===== config.mk =====
export PLATFORM = sky130hd
export DESIGN_NAME = jt51_slot_seq
export DESIGN_NICKNAME = d
export VERILOG_FILES = /design/src/rtl/jt51_slot_seq_pkg.sv /design/src/rtl/jt51_slot_seq_smp_hold.sv /design/src/rtl/jt51_slot_seq.sv
export SDC_FILE = /design/constraint.sdc
export NUM_CORES = 1
export LEC_CHECK = 0
export ABC_AREA = 1
export CORE_MARGIN = 8
export CORE_UTILIZATION = 30
export CTS_BUF_LIST = sky130_fd_sc_hd__clkbuf_16
export CTS_CLUSTER_SIZE = 14
export DETAILED_ROUTE_END_ITERATION = 10
export GPL_ROUTABILITY_DRIVEN = 0
export PLACE_DENSITY = 0.64
export SLEW_MARGIN = 40
export SYNTH_ARGS = -nofsm -noshare
export SYNTH_HDL_FRONTEND = slang
export SYNTH_SLANG_ARGS = --single-unit

===== constraint.sdc =====
create_clock -name clk -period 3.9 [get_ports clk]
set_input_delay 0.78 -clock clk [delete_from_list [all_inputs] [get_ports clk]]
set_output_delay 0.78 -clock clk [all_outputs]
set_load 0.1 [all_outputs]

===== src/rtl/jt51_slot_seq_pkg.sv =====
// jt51_slot_seq_pkg
//   Shared constants, types and the slot decoder for the operator slot
//   scheduler. The round has 32 slots in four operator groups of eight
//   channels each: M1, M2, C1, C2.
package jt51_slot_seq_pkg;

    localparam int unsigned SLOTS = 32;

    typedef enum logic [1:0] {
        OP_M1 = 2'd0,
        OP_M2 = 2'd1,
        OP_C1 = 2'd2,
        OP_C2 = 2'd3
    } op_group_e;

    // First slot of each operator group, and the noise accumulation slot
    localparam logic [4:0] SLOT_M1    = 5'd0;
    localparam logic [4:0] SLOT_M2    = 5'd8;
    localparam logic [4:0] SLOT_C1    = 5'd16;
    localparam logic [4:0] SLOT_C2    = 5'd24;
    localparam logic [4:0] SLOT_NOISE = 5'd31;

    typedef struct packed {
        logic      m1;
        logic      m2;
        logic      c1;
        logic      c2;
        logic      op31;
        logic      zero;
        logic [2:0] ch;
        op_group_e  op;
    } slot_dec_t;

    function automatic slot_dec_t slot_decode(input logic [4:0] d);
        slot_dec_t r;
        r.m1   = (d == SLOT_M1);
        r.m2   = (d == SLOT_M2);
        r.c1   = (d == SLOT_C1);
        r.c2   = (d == SLOT_C2);
        r.op31 = (d == SLOT_NOISE);
        r.zero = (d == SLOT_M1);
        r.ch   = d[2:0];
        r.op   = op_group_e'(d[4:3]);
        return r;
    endfunction

endpackage


===== src/rtl/jt51_slot_seq_smp_hold.sv =====
// jt51_smp_hold
//   Stereo sample holding register with a valid/ready handshake towards the
//   DAC/I2S consumer and a sticky overrun flag.
//   Ports:
//     clk_i, rst_i          clock, asynchronous active-high reset
//     cap_i                 one-clk capture pulse (already cen-qualified)
//     xleft_i, xright_i     samples loaded on capture
//     ready_i               consumer ready (evaluated every clk edge)
//     ovr_clr_i             clears overrun (a coincident set wins)
//     left_o, right_o       held samples
//     valid_o               held sample pending
//     ovr_o                 sticky overrun
module jt51_smp_hold (
    input  logic        clk_i,
    input  logic        rst_i,
    input  logic        cap_i,
    input  logic [15:0] xleft_i,
    input  logic [15:0] xright_i,
    input  logic        ready_i,
    input  logic        ovr_clr_i,
    output logic [15:0] left_o,
    output logic [15:0] right_o,
    output logic        valid_o,
    output logic        ovr_o
);

    logic [15:0] left_q, left_d;
    logic [15:0] right_q, right_d;
    logic        valid_q, valid_d;
    logic        ovr_q, ovr_d;

    always_comb begin
        left_d  = left_q;
        right_d = right_q;
        valid_d = valid_q;
        ovr_d   = ovr_q;
        if (ovr_clr_i) ovr_d = 1'b0;
        if (cap_i) begin
            // A capture always leaves a pending sample; it only counts as an
            // overrun if the previous one is neither accepted now nor before.
            left_d  = xleft_i;
            right_d = xright_i;
            valid_d = 1'b1;
            if (valid_q && !ready_i) ovr_d = 1'b1;
        end else if (valid_q && ready_i) begin
            valid_d = 1'b0;
        end
    end

    always_ff @(posedge clk_i or posedge rst_i) begin
        if (rst_i) begin
            left_q  <= '0;
            right_q <= '0;
            valid_q <= 1'b0;
            ovr_q   <= 1'b0;
        end else begin
            left_q  <= left_d;
            right_q <= right_d;
            valid_q <= valid_d;
            ovr_q   <= ovr_d;
        end
    end

    assign left_o  = left_q;
    assign right_o = right_q;
    assign valid_o = valid_q;
    assign ovr_o   = ovr_q;

endmodule


===== src/rtl/jt51_slot_seq.sv =====
// jt51_slot_seq
//   Slot scheduler for the operator accumulator and output stage. Runs the
//   32-slot round, produces registered group-entry / noise / round-start
//   strobes and captures the stereo sample once per round.
//   Ports:
//     rst, clk, cen         async active-high reset, clock, clock enable
//     sync_clr              restart the round (cen-qualified)
//     m1/m2/c1/c2_enters    first slot of each operator group
//     op31_acc, zero        decoded slot 31 / slot 0
//     cur_ch, cur_op        channel and operator group of decoded slot
//     xleft, xright         exact samples from the accumulator
//     smp_left/right/valid  held sample and pending flag
//     smp_ready             consumer ready (not cen-qualified)
//     overrun, ovr_clr      sticky overwrite flag and its clear
module jt51_slot_seq
    import jt51_slot_seq_pkg::*;
#(
    parameter int unsigned ENTER_OFF = 0,
    parameter int unsigned CAP_DLY   = 1
) (
    input  logic        rst,
    input  logic        clk,
    input  logic        cen,
    input  logic        sync_clr,
    output logic        m1_enters,
    output logic        m2_enters,
    output logic        c1_enters,
    output logic        c2_enters,
    output logic        op31_acc,
    output logic [2:0]  cur_ch,
    output logic [1:0]  cur_op,
    output logic        zero,
    input  logic [15:0] xleft,
    input  logic [15:0] xright,
    output logic [15:0] smp_left,
    output logic [15:0] smp_right,
    output logic        smp_valid,
    input  logic        smp_ready,
    output logic        overrun,
    input  logic        ovr_clr
);

    localparam int unsigned CW  = $clog2(SLOTS);
    localparam logic [CW-1:0] OFF = CW'(ENTER_OFF % SLOTS);

    logic [CW-1:0]      cnt_q, cnt_d;
    slot_dec_t          dec_q, dec_d;
    logic [CAP_DLY-1:0] chain_q, chain_d;
    logic               cap;

    // The strobes are decoded from the next counter value so they are
    // registered yet always describe the slot the counter currently holds.
    // Stage 0 of the delay chain is loaded alongside c1_enters, so the last
    // stage fires CAP_DLY cen periods after the c1 slot begins.
    always_comb begin
        cnt_d   = cnt_q;
        dec_d   = dec_q;
        chain_d = chain_q;
        cap     = 1'b0;
        if (cen) begin
            cnt_d      = sync_clr ? '0 : cnt_q + 1'b1;
            dec_d      = slot_decode(cnt_d + OFF);
            cap        = chain_q[CAP_DLY-1] & ~sync_clr;
            chain_d[0] = dec_d.c1;
            for (int unsigned i = 1; i < CAP_DLY; i++) begin
                chain_d[i] = chain_q[i-1] & ~sync_clr;
            end
        end
    end

    always_ff @(posedge clk or posedge rst) begin
        if (rst) begin
            cnt_q   <= '0;
            dec_q   <= slot_decode(OFF);
            chain_q <= '0;
        end else begin
            cnt_q   <= cnt_d;
            dec_q   <= dec_d;
            chain_q <= chain_d;
        end
    end

    assign m1_enters = dec_q.m1;
    assign m2_enters = dec_q.m2;
    assign c1_enters = dec_q.c1;
    assign c2_enters = dec_q.c2;
    assign op31_acc  = dec_q.op31;
    assign zero      = dec_q.zero;
    assign cur_ch    = dec_q.ch;
    assign cur_op    = dec_q.op;

    jt51_smp_hold u_hold (
        .clk_i     (clk),
        .rst_i     (rst),
        .cap_i     (cap),
        .xleft_i   (xleft),
        .xright_i  (xright),
        .ready_i   (smp_ready),
        .ovr_clr_i (ovr_clr),
        .left_o    (smp_left),
        .right_o   (smp_right),
        .valid_o   (smp_valid),
        .ovr_o     (overrun)
    );

endmodule

==> results of run 1 <==
==> per-layer routing <==
metal / global-route usage (%) / vias up / wire length, microns
met1: 12.9 / 638 / 2020
met4: 3.07 / 0 / 27
li1: - / 640 / -
met5: 0 / - / 0
met3: 3.70 / 5 / 375
met2: 15.3 / 53 / 2010
==> cells by family (layout without fill, tap and decap cells) <==
logic type               after synthesis  in the layout  share of synthesized area [%]
flip-flops                            44             44                           58.1
AND/OR/NAND/NOR                       44             44                           9.96
multiplexers                          32             32                           24.5
buffers and inverters                 17            102                           4.81
AO/OA/AOI/OAI                          7              7                           1.91
adder cells (fa/ha/maj)                1              1                          0.660
==> layout make-up <==
type | count | area (sq um) | share of cell area [%]
Clock buffer | 5 | 125 | 4.61
Clock inverter | 3 | 42.5 | 1.57
Inverter | 12 | 47.5 | 1.75
Multi-Input combinational cell | 84 | 703 | 25.9
Sequential cell | 44 | 1100 | 40.6
Tap cell | 77 | 96.3 | 3.55
Timing Repair Buffer | 82 | 596 | 22.0
==> critical path, stage by stage <==
cell and delay [ns]:
clkdlybuf4s50_1 0.56, nand3_4 0.52, mux2_4 0.50
==> per-stage QoR <==
step           cells  instance area, sq um  hold slack, ns  setup WS [ns]  util (%)
3_5_place_dp     299                  2540           0.460           1.35      40.8
5_1_grt          307                  2710           0.510           1.59      43.5
4_1_cts          307                  2710           0.482           1.65      43.5
3_3_place_gp     299                  2770           0.468           1.34      44.3
2_1_floorplan    145                  1900           0.713           1.89         -
6_report         307                  2710           0.477           1.66      43.5
==> Yosys cell counts (2+ instances only) <==
master   instances  share of area, %
o21ai_0          5               1.3
mux2_4          28                22
buf_6            3               1.8
mux2_2           4               2.4
inv_1           11               2.2
dfrtp_1         43                57
nand2_1         30               5.9
nand4_1          2              0.66
nand3_1          4               1.1
nor2_1           7               1.4
==> worst paths after layout <==
path                       startpoint                  to  slack [ns]  cells after the start
hold / removal              c2_enters           c2_enters        0.48                      2
hold reg to reg             c2_enters           c2_enters        0.48                      2
max in group asynchronous         rst                zero        2.61                      2
setup reg to reg              chain_q   u_hold.left_o[12]        2.33                      2
setup / recovery                  cen   u_hold.left_o[12]        1.66                      3
min in group asynchronous         rst  u_hold.right_o[13]        0.91                      2
==> flow_summary.toml, run 1 <==
[status]
outcome = "finished, final reports clean"

[yosys]
post_synth_instance_area_sq_um = 1900
synth.distinct_cells = 18
synth-async-reset-ratio_pct = 100
seq_area_frac_synth_pct = 58.1
ys_ff_latch = 44
top_ff_cell_synth = "dfrtp_1"
mappedNetlistNets = 184
synth-warning-count = 0
gate_count_post_synth = 145
avgSynthCellArea_sq_um = 13.1
number_of_synthesized_flops_with_an_enable_pin = 0

[worst_setup_path]
end_kind = "flip-flop"
arrival_ns = 2.40
cp-start-kind = "input pin"
required_ns = 4.06
worst-path-max-fanout = 34
worst-setup-path-type = "input pin to flip-flop"

[global_routing]
grt_first_pass_wirelength_microns = 7140
largest_net_degree_at_the_start_of_global_routing = 45
antenna_violations_before_repair = 0
globalRouteOverflowTotal = 0
gr-usage-all-layers_pct = 10.0
grt_pass1_vias = 1443

[cts]
clk_transition_reported_paths_ns = 0.06
insertion_delay_ns = 0.28
cts_resized = 0
post_cts_setup_repair_bufs = 0
htree_num_levels = 2
cts.root.buffer_cell = "clkbuf_16"
ctsHoldBuffers = 0
tritoncts = "done"
cts_sinks = 44
cts_made_buffers = 5
cts.path.max_buffers = 2

[timing]
finalWorstPathRequiredPeriod_ns = 2.24
final-max-slew-violation-count = 0
finClkSkew_ns = 0.00457
grt_setup_unrepaired = "no"
setup_viol = 0
slew_headroom_pct = 55.2
layout_worst_path_cycle_share_pct = 57.4
fmax_ghz = 0.447
tightest_slew_ns = 0.671
timing.final.hold_violations = 0
finalSetupTns_ns = 0

[min_path]
worst_hold_check_path_type = "flip-flop to flip-flop"

[detailed_routing]
avgRoutedWirePerCell_microns = 14.5
total_number_of_vias = 1336
1st_iter_drt_viols = 48
drt-vias-per-instance = 4.35
route.detailed.drc = 0
route.antenna.remaining_nets = 0
firstDrtPassIters = 4
routed_wirelength_microns = 4440

[final_layout]
layout-drive-gt1-share_pct = 38.7
n_antenna_cell = 0
most-common-layout-cells = "buf_2, dfrtp_1, clkdlybuf4s50_1"
layout_commonest_cell = "buf_2"
area.growth.synth_to_final_pct = 43.0
fillCellCount = 616
layout.nets = 268

[die]
fp.dieW_microns = 95.5
die_h_microns = 95.5
die_area_sq_um = 9120
core_region_area_sq_um = 6240
num_rows = 29
initial_core_utilization_pct = 30.4
ios = 83

[flow_run]
number_of_maximum_capacitance_constraint_violations = 0

[placed_design]
detailedPlacementHpwl_microns = 3230
portBuffers = 82
Power of run 1 is left out: the tool's default activity adds up to more than one toggle a clock period on the data nets, which glitch-free logic cannot reach.
==> run 2, diff against run 1 <==
--- a/config.mk
+++ b/config.mk
@@ -12,7 +12,7 @@
 export CTS_CLUSTER_SIZE = 14
 export DETAILED_ROUTE_END_ITERATION = 10
 export GPL_ROUTABILITY_DRIVEN = 0
-export PLACE_DENSITY = 0.64
+export PLACE_DENSITY = 0.67
 export SLEW_MARGIN = 40
 export SYNTH_ARGS = -nofsm -noshare
 export SYNTH_HDL_FRONTEND = slang
==> constraint.sdc (replaced) <==
create_clock -name clk -period 1.85 [get_ports clk]
set_input_delay 0.37 -clock clk [delete_from_list [all_inputs] [get_ports clk]]
set_output_delay 0.37 -clock clk [all_outputs]
set_load 0.1 [all_outputs]
==> run 2 against run 1 <==
Register-to-register slack got worse by 1.9 ns. Clock skew hardly changed. Worst hold slack lost 0.012 ns. Count of clock-buffer cells in the layout unchanged. Utilization up 11 points. Critical endpoint is now m1_enters. Critical path depth shrank 2. Global-route usage is essentially flat.
==> flow_summary.toml, run 2 (synthesis results as in run 1) <==
[detailed_routing]
routed_wirelength_microns = 4600
1st_iter_drt_viols = 15
total_number_of_vias = 1335
firstDrtPassIters = 6
drt-vias-per-instance = 4.29
avgRoutedWirePerCell_microns = 14.8
route.antenna.remaining_nets = 0
route.detailed.drc = 0

[worst_setup_path]
cp-start-kind = "flip-flop"
reg2reg_setup_slack_ns = 0.45
slowest_delay_ns = 0.60
arrival_ns = 1.06
worst-setup-path-type = "flip-flop to output port"
timing.critical_path.cells = "buf_12"
worst-path-max-fanout = 3
end_kind = "output port"
crit_slowest_cell = "dfstp_2"
required_ns = 1.48
crit_buf_inv = 1
timing.critical_path.max_delay_family = "flip-flops"

[global_routing]
largest_net_degree_at_the_start_of_global_routing = 45
grt_first_pass_wirelength_microns = 7090
globalRouteOverflowTotal = 0
grt_pass1_vias = 1356
antenna_violations_before_repair = 0
gr-usage-all-layers_pct = 10.1

[cts]
cts.path.max_buffers = 2
tritoncts = "done"
insertion_delay_ns = 0.27
cts_resized = 0
cts_sinks = 44
cts.root.buffer_cell = "clkbuf_16"
clk_transition_reported_paths_ns = 0.06
cts_made_buffers = 5
htree_num_levels = 2
post_cts_setup_repair_bufs = 0
ctsHoldBuffers = 0

[power_and_ir_drop]
max-vdd-ir-drop_mv = 1.31
p_leak_uw = 0.00164
p_per_area_nw_per_um2 = 1960

[timing]
slew_headroom_pct = 79.7
finalWorstSetupSlack_ns = 0.419
layout_worst_path_cycle_share_pct = 77.4
finClkSkew_ns = 0.00504
grt_setup_unrepaired = "no"
tightest_slew_ns = 0.305
finalWorstPathRequiredPeriod_ns = 1.43
fmax_ghz = 0.699
setup_viol = 0
timing.final.hold_violations = 0
finalSetupTns_ns = 0
final-max-slew-violation-count = 0

[final_layout]
seqCellArea_sq_um = 1100
layout.cell_area.non_filler_sq_um = 3420
fillCellCount = 531
layout_commonest_cell = "buf_12"
area.growth.synth_to_final_pct = 80.1
layout.nets = 273
most-common-layout-cells = "buf_12, dfrtp_1, clkdlybuf4s50_1"
multiInputGateArea_sq_um = 703
layout-drive-gt1-share_pct = 39.7
n_antenna_cell = 0

[die]
num_rows = 29
fp.dieW_microns = 95.5
initial_core_utilization_pct = 30.4
ios = 83
core_region_area_sq_um = 6240
die_h_microns = 95.5
die_area_sq_um = 9120

[min_path]
worst_hold_check_path_type = "input pin to async pin"

[placed_design]
detailedPlacementHpwl_microns = 3590
placed_cell_area_sq_um = 3280
portBuffers = 82
place_worst_setup_slack_ns = 0.152

[flow_run]
number_of_maximum_capacitance_constraint_violations = 0

[status]
outcome = "finished, final reports clean"
==> run 2: layer usage <==
layer / track usage (%) / vias to the layer above / part of all wire [%]
met2: 15.2 / 48 / 48
met3: 3.23 / 4 / 7.4
li1: - / 651 / -
met1: 13.3 / 632 / 44
met4: 3.46 / 0 / 0.74
met5: 0 / - / 0
==> run 2: layout make-up <==
type | instances | share of cell area, %
clock buffers | 5 | 3.66
clock inverters | 2 | 0.220
inverters | 12 | 1.32
multi-input cells | 84 | 20.6
flip-flops and latches | 44 | 32.3
well taps | 77 | 2.82
repair buffers | 87 | 39.0
==> run 2: tightest hold or removal path, delay by kind of cell <==
kind / cells / cell delay [ns]
buffers and inverters: 3 / 0.74
==> run 2: power by group <==
group          internal, uW  total, uW  leakage, uW  switching, uW
combinational          1630       4260      0.00102           2630
sequential             1280       1630     0.000552            358
clock                   483        810    0.0000648            327
total                  3390       6700      0.00164           3320
==> run 2: through the flow <==
stage | hold WS (ns) | instances | power, uW | utilization [%]
final | 0.465 | 311 | 6700 | 54.7
after global routing | 0.483 | 311 | 6910 | 54.7
after CTS | 0.472 | 311 | 6770 | 54.7
after detailed placement | 0.528 | 304 | 5940 | 52.6
after global placement | 0.527 | 304 | 5910 | 52.6
after floorplan | 0.469 | 145 | 4230 | -
==> run 2: worst paths after layout <==
check | start | endpoint | cells past startpoint
max | zero | m1_enters | 1
min | rst | u_hold.left_o[0] | 3
max reg2reg | cnt_q[0] | m2_enters | 9
min reg2reg | zero | zero | 2
max in group asynchronous | rst | zero | 3
min in group clk | zero | zero | 2
(Power assumes the default switching activity.)
==> RTL change 1: new RTL, flow settings as in run 2 <==
Put a register stage on the output `overrun`, with the module's reset. The value now appears one clock later. The other outputs are not delayed to match.
--- a/src/rtl/jt51_slot_seq.sv
+++ b/src/rtl/jt51_slot_seq.sv
@@ -42,6 +42,8 @@
 
     localparam int unsigned CW  = $clog2(SLOTS);
     localparam logic [CW-1:0] OFF = CW'(ENTER_OFF % SLOTS);
+
+    logic overrun_d;
 
     logic [CW-1:0]      cnt_q, cnt_d;
     slot_dec_t          dec_q, dec_d;
@@ -100,7 +102,15 @@
         .left_o    (smp_left),
         .right_o   (smp_right),
         .valid_o   (smp_valid),
-        .ovr_o     (overrun)
+        .ovr_o     (overrun_d)
     );
 
+    always_ff @(posedge clk or posedge rst) begin
+        if (rst) begin
+            overrun <= '0;
+        end else begin
+            overrun <= overrun_d;
+        end
+    end
+
 endmodule
Check against the original RTL: no difference found for any inputs over 10 cycles, from zero or initial values and one cycle with rst high; that may be too few to reach the edited logic, so the function may still have changed.
==> RTL change 1 against run 2 <==
Area after synthesis increased by 1.3%. Wire length increased by 2.8%. Register-to-register slack got worse by 0.02 ns. Clock skew increased by 0.0029 ns. Total power increased by 0.81%. Design area increased by 0.29%. Sequential cell count increased by 1. Utilization decreased by 0.16 points. Setup slack got worse by 0.012 ns. Synthesized cell count increased by 0.69%. Highest routed layer unchanged.
==> RTL change 1: results <==
group,metric,value,unit
status,status,"complete, no violations",
drt,drtIter0Drc,30,
synthesis,synthArstFlopShare,1.00,
power,p_sw_frac,0.495,
synthesis,synthTopCellsByCount,"dfrtp_1 (44), nand2_1 (30), mux2_4 (28), inv_1 (11), nor2_1 (7)",
drt,wl_met1,2050,µm
min_path,holdCritPathClass,"register to register",
min_path,worst_hold_path.endpoint,"overrun$_DFF_PP0_",
power,p_comb,4.26,mW
setup_path,cpPeakStageDelay,0.60,ns
drt,drt-pass1-iter-count,4,
clocking,cts_resized,0,
place,hpwl,3560,µm
grt,grt_max_degree,46,
synthesis,synth_area_leaders,"dfrtp_1 (57%), mux2_4 (22%), nand2_1 (5.9%)",
drt,wirelength,4730,µm
setup_path,r2r_end,"m2_enters$_DFFE_PP0P_",
clocking,cts_setup_buffers,0,
job,cap_violations,0,
sta,timing.fmax,693,MHz
sta,fin_skew,0.00799,ns
sta,worstMarginPinSlew,0.319,ns
clocking,path_clk_slew,0.07,ns
setup_path,r2r_slack,0.43,ns
power,p_leak,1.65,nW
grt,grt_pass1_wl,7380,µm
synthesis,syn-num-nets,185,
power,ir_drop,1090,µV
grt,grt_pass1_vias,1440,
cells_and_area,layout-drive-gt1-share,0.396,
setup_path,cp-endpoint,"zero",
cells_and_area,nNetsFinal,273,
place,pre_cts_slack,0.147,ns
cells_and_area,antenna_cells,0,
drt,via_per_inst,4.25,
grt,use_met3,0.0429,
grt,antenna_found_initial,0,
drt,wl_met2,2240,µm
synthesis,synth_seq_area_share,0.587,
grt,track_usage,0.103,
setup_path,cp_top_family,"flip-flops",
drt,topRoutingLayerUsed,"met4",
drt,wl_met3,423,µm
grt,met2_usage,0.159,
setup_path,rr_startpoint,"cnt_q[0]$_DFFE_PP0P_",
grt,met1_usage,0.129,
clocking,cts-buffers-inserted,5,
[RTL change 1: stage by stage]
stage	cells	power (mW)	util	area, µm²	hold slack [ns]
finish	312	6.75	0.546	3430	0.385
global route	312	6.97	0.546	3430	0.389
CTS	312	6.83	0.546	3430	0.384
detailed placement	304	5.96	0.524	3290	0.368
global placement	304	5.92	0.524	3290	0.363
floorplan	146	4.25	-	1920	0.354
[RTL change 1: cells by family after synthesis]
family                   count (synthesis)  share of synthesized area
flip-flops                              45                      0.587
AND/OR/NAND/NOR                         44                     0.0983
multiplexers                            32                      0.242
buffers and inverters                   17                     0.0475
AO/OA/AOI/OAI                            7                     0.0189
adder cells (fa/ha/maj)                  1                    0.00651
[RTL change 1: cell type report]
class	count	area [µm²]
clock buffer	5	125
tap	77	96.3
fill	497	2850
sequential	45	1130
timing repair buffer	86	1310
clock inverter	3	12.5
inverter	12	45.0
multi-input combinational	84	703
==> RTL change 2: new RTL, flow settings as in run 2 <==
Without the edit above. Reset style: synchronous (`rst` and `rst_i`), changed in 2 clocked blocks. Comments in the files are not updated.
--- a/src/rtl/jt51_slot_seq_smp_hold.sv
+++ b/src/rtl/jt51_slot_seq_smp_hold.sv
@@ -47,7 +47,7 @@
         end
     end
 
-    always_ff @(posedge clk_i or posedge rst_i) begin
+    always_ff @(posedge clk_i) begin
         if (rst_i) begin
             left_q  <= '0;
             right_q <= '0;
--- a/src/rtl/jt51_slot_seq.sv
+++ b/src/rtl/jt51_slot_seq.sv
@@ -68,7 +68,7 @@
         end
     end
 
-    always_ff @(posedge clk or posedge rst) begin
+    always_ff @(posedge clk) begin
         if (rst) begin
             cnt_q   <= '0;
             dec_q   <= slot_decode(OFF);
Check against the original RTL: differs if rst is asserted again (counterexample within 4 cycles, from zero or initial values and one cycle with rst high); with rst held inactive, the same outputs for 10 cycles.
==> RTL change 2 against run 2 <==
Area after synthesis is 10% lower. Worst hold slack improved by 0.043 ns. Wire length increased by 13%. Sequential cell count is the same. Largest cell class unchanged. Design area fell by 6.0%. Global-route usage rose by 2.1 points. Setup slack gained 0.017 ns.
Power is not compared: it rests on default switching activity, and its combinational part moved more than twofold at a synthesized area within 25%.
==> RTL change 2: results <==
group,metric,value,unit
synthesis,synth_area_leaders,"dfxtp_1 (52%), nor2_1 (16%), o21ai_0 (11%)",
grt,grt_pass1_vias,1633,
clocking,clk_latency,0.28,ns
power,p_sw_frac,0.255,
synthesis,synth_seq_area_share,0.518,
sta,fin_skew,0.00638,ns
place,port_buffers,82,
setup_path,r2r_slack,0.54,ns
synthesis,synth-adder-area-share,0.00736,
clocking,cts_resized,0,
status,status,"complete, no violations",
place,placed_area,3070,µm²
cells_and_area,layoutNonFillerInstCount,380,
min_path,holdCritStartpoint,"u_hold.ovr_o$_SDFF_PP0_",
clocking,cts-buffers-inserted,5,
synthesis,synth_most_common_cell,"nor2_1",
cells_and_area,nNetsFinal,346,
min_path,holdCritPathClass,"register to register",
setup_path,rr_startpoint,"cnt_q[0]$_SDFFE_PP0P_",
setup_path,slowest_stage,"clkdlybuf4s50_1",
clocking,htree_levels,2,
setup_path,arrival,1.63,ns
place,dp_cells,372,
setup_path,crit_path_start,"cen",
drt,drt-pass1-iter-count,4,
grt,track_usage,0.122,
setup_path,r2r_end,"chain_q$_SDFFE_PP0P_",
synthesis,synth_compound_area_frac,0.156,
synthesis,synthTopCellsByCount,"nor2_1 (71), dfxtp_1 (44), o21ai_0 (38), nand2_1 (19), inv_1 (12)",
drt,via_per_inst,4.37,
setup_path,cp_max_fo,16,
power,seq_power,0.982,mW
grt,grt_max_degree,34,
clocking,root_buffer,"clkbuf_16",
grt,grt_pass1_wl,8290,µm
setup_path,cpPeakStageDelay,0.63,ns
setup_path,cp-endpoint,"u_hold.right_o[1]$_SDFFE_PP0P_",
synthesis,synth-main-ff-cell,"dfxtp_1",
place,pre_cts_slack,0.148,ns
synthesis,syn-num-nets,261,
synthesis,synthArstFlopShare,0,
setup_path,ff2ff_path_depth,8,
power,p_comb,0.325,mW
synthesis,synth.area.mux_share,0,
sta,worst_slack,0.435,ns
setup_path,cp_top_family,"buffers and inverters",
place,hpwl,4090,µm
cells_and_area,antenna_cells,0,
synthesis,synth_cells,222,
sta,worstMarginPinSlew,0.337,ns
min_path,worstHoldPathCells,2,
drt,wl_per_cell,13.7,µm
cells_and_area,layout-drive-gt1-share,0.234,
synthesis,synth_cell_type_count,20,
synthesis,synth-xor-area-share,0,
drt,drtIter0Drc,58,
==> RTL change 2: cells by family (layout without fill, tap and decap cells) <==
kind of cell,Yosys count,in the layout
buffers and inverters,26,112
AND/OR/NAND/NOR,101,101
adder cells (fa/ha/maj),1,1
flip-flops,44,44
AO/OA/AOI/OAI,50,50
==> RTL change 2: area by class of cell <==
cell class	count	area, µm²
inverter	14	55.1
tap	72	90.1
clock inverter	3	15.0
clock buffer	5	125
fill	489	2300
multi-input combinational	152	698
timing repair buffer	90	1340
sequential	44	883
==> RTL change 2: per-layer routing <==
metal / part of all wire / up-vias / GRT usage
met5: 0 / - / 0
met4: 0.0063 / 0 / 0.0286
met2: 0.49 / 50 / 0.215
met1: 0.44 / 727 / 0.138
met3: 0.059 / 4 / 0.0412
li1: - / 879 / -
==> RTL change 2: stage by stage <==
stage	hold slack (ns)	power [mW]
2_1_floorplan	0.533	1.17
3_3_place_gp	0.494	1.33
3_5_place_dp	0.504	1.33
4_1_cts	0.513	2.16
5_1_grt	0.533	2.23
6_report	0.508	2.15
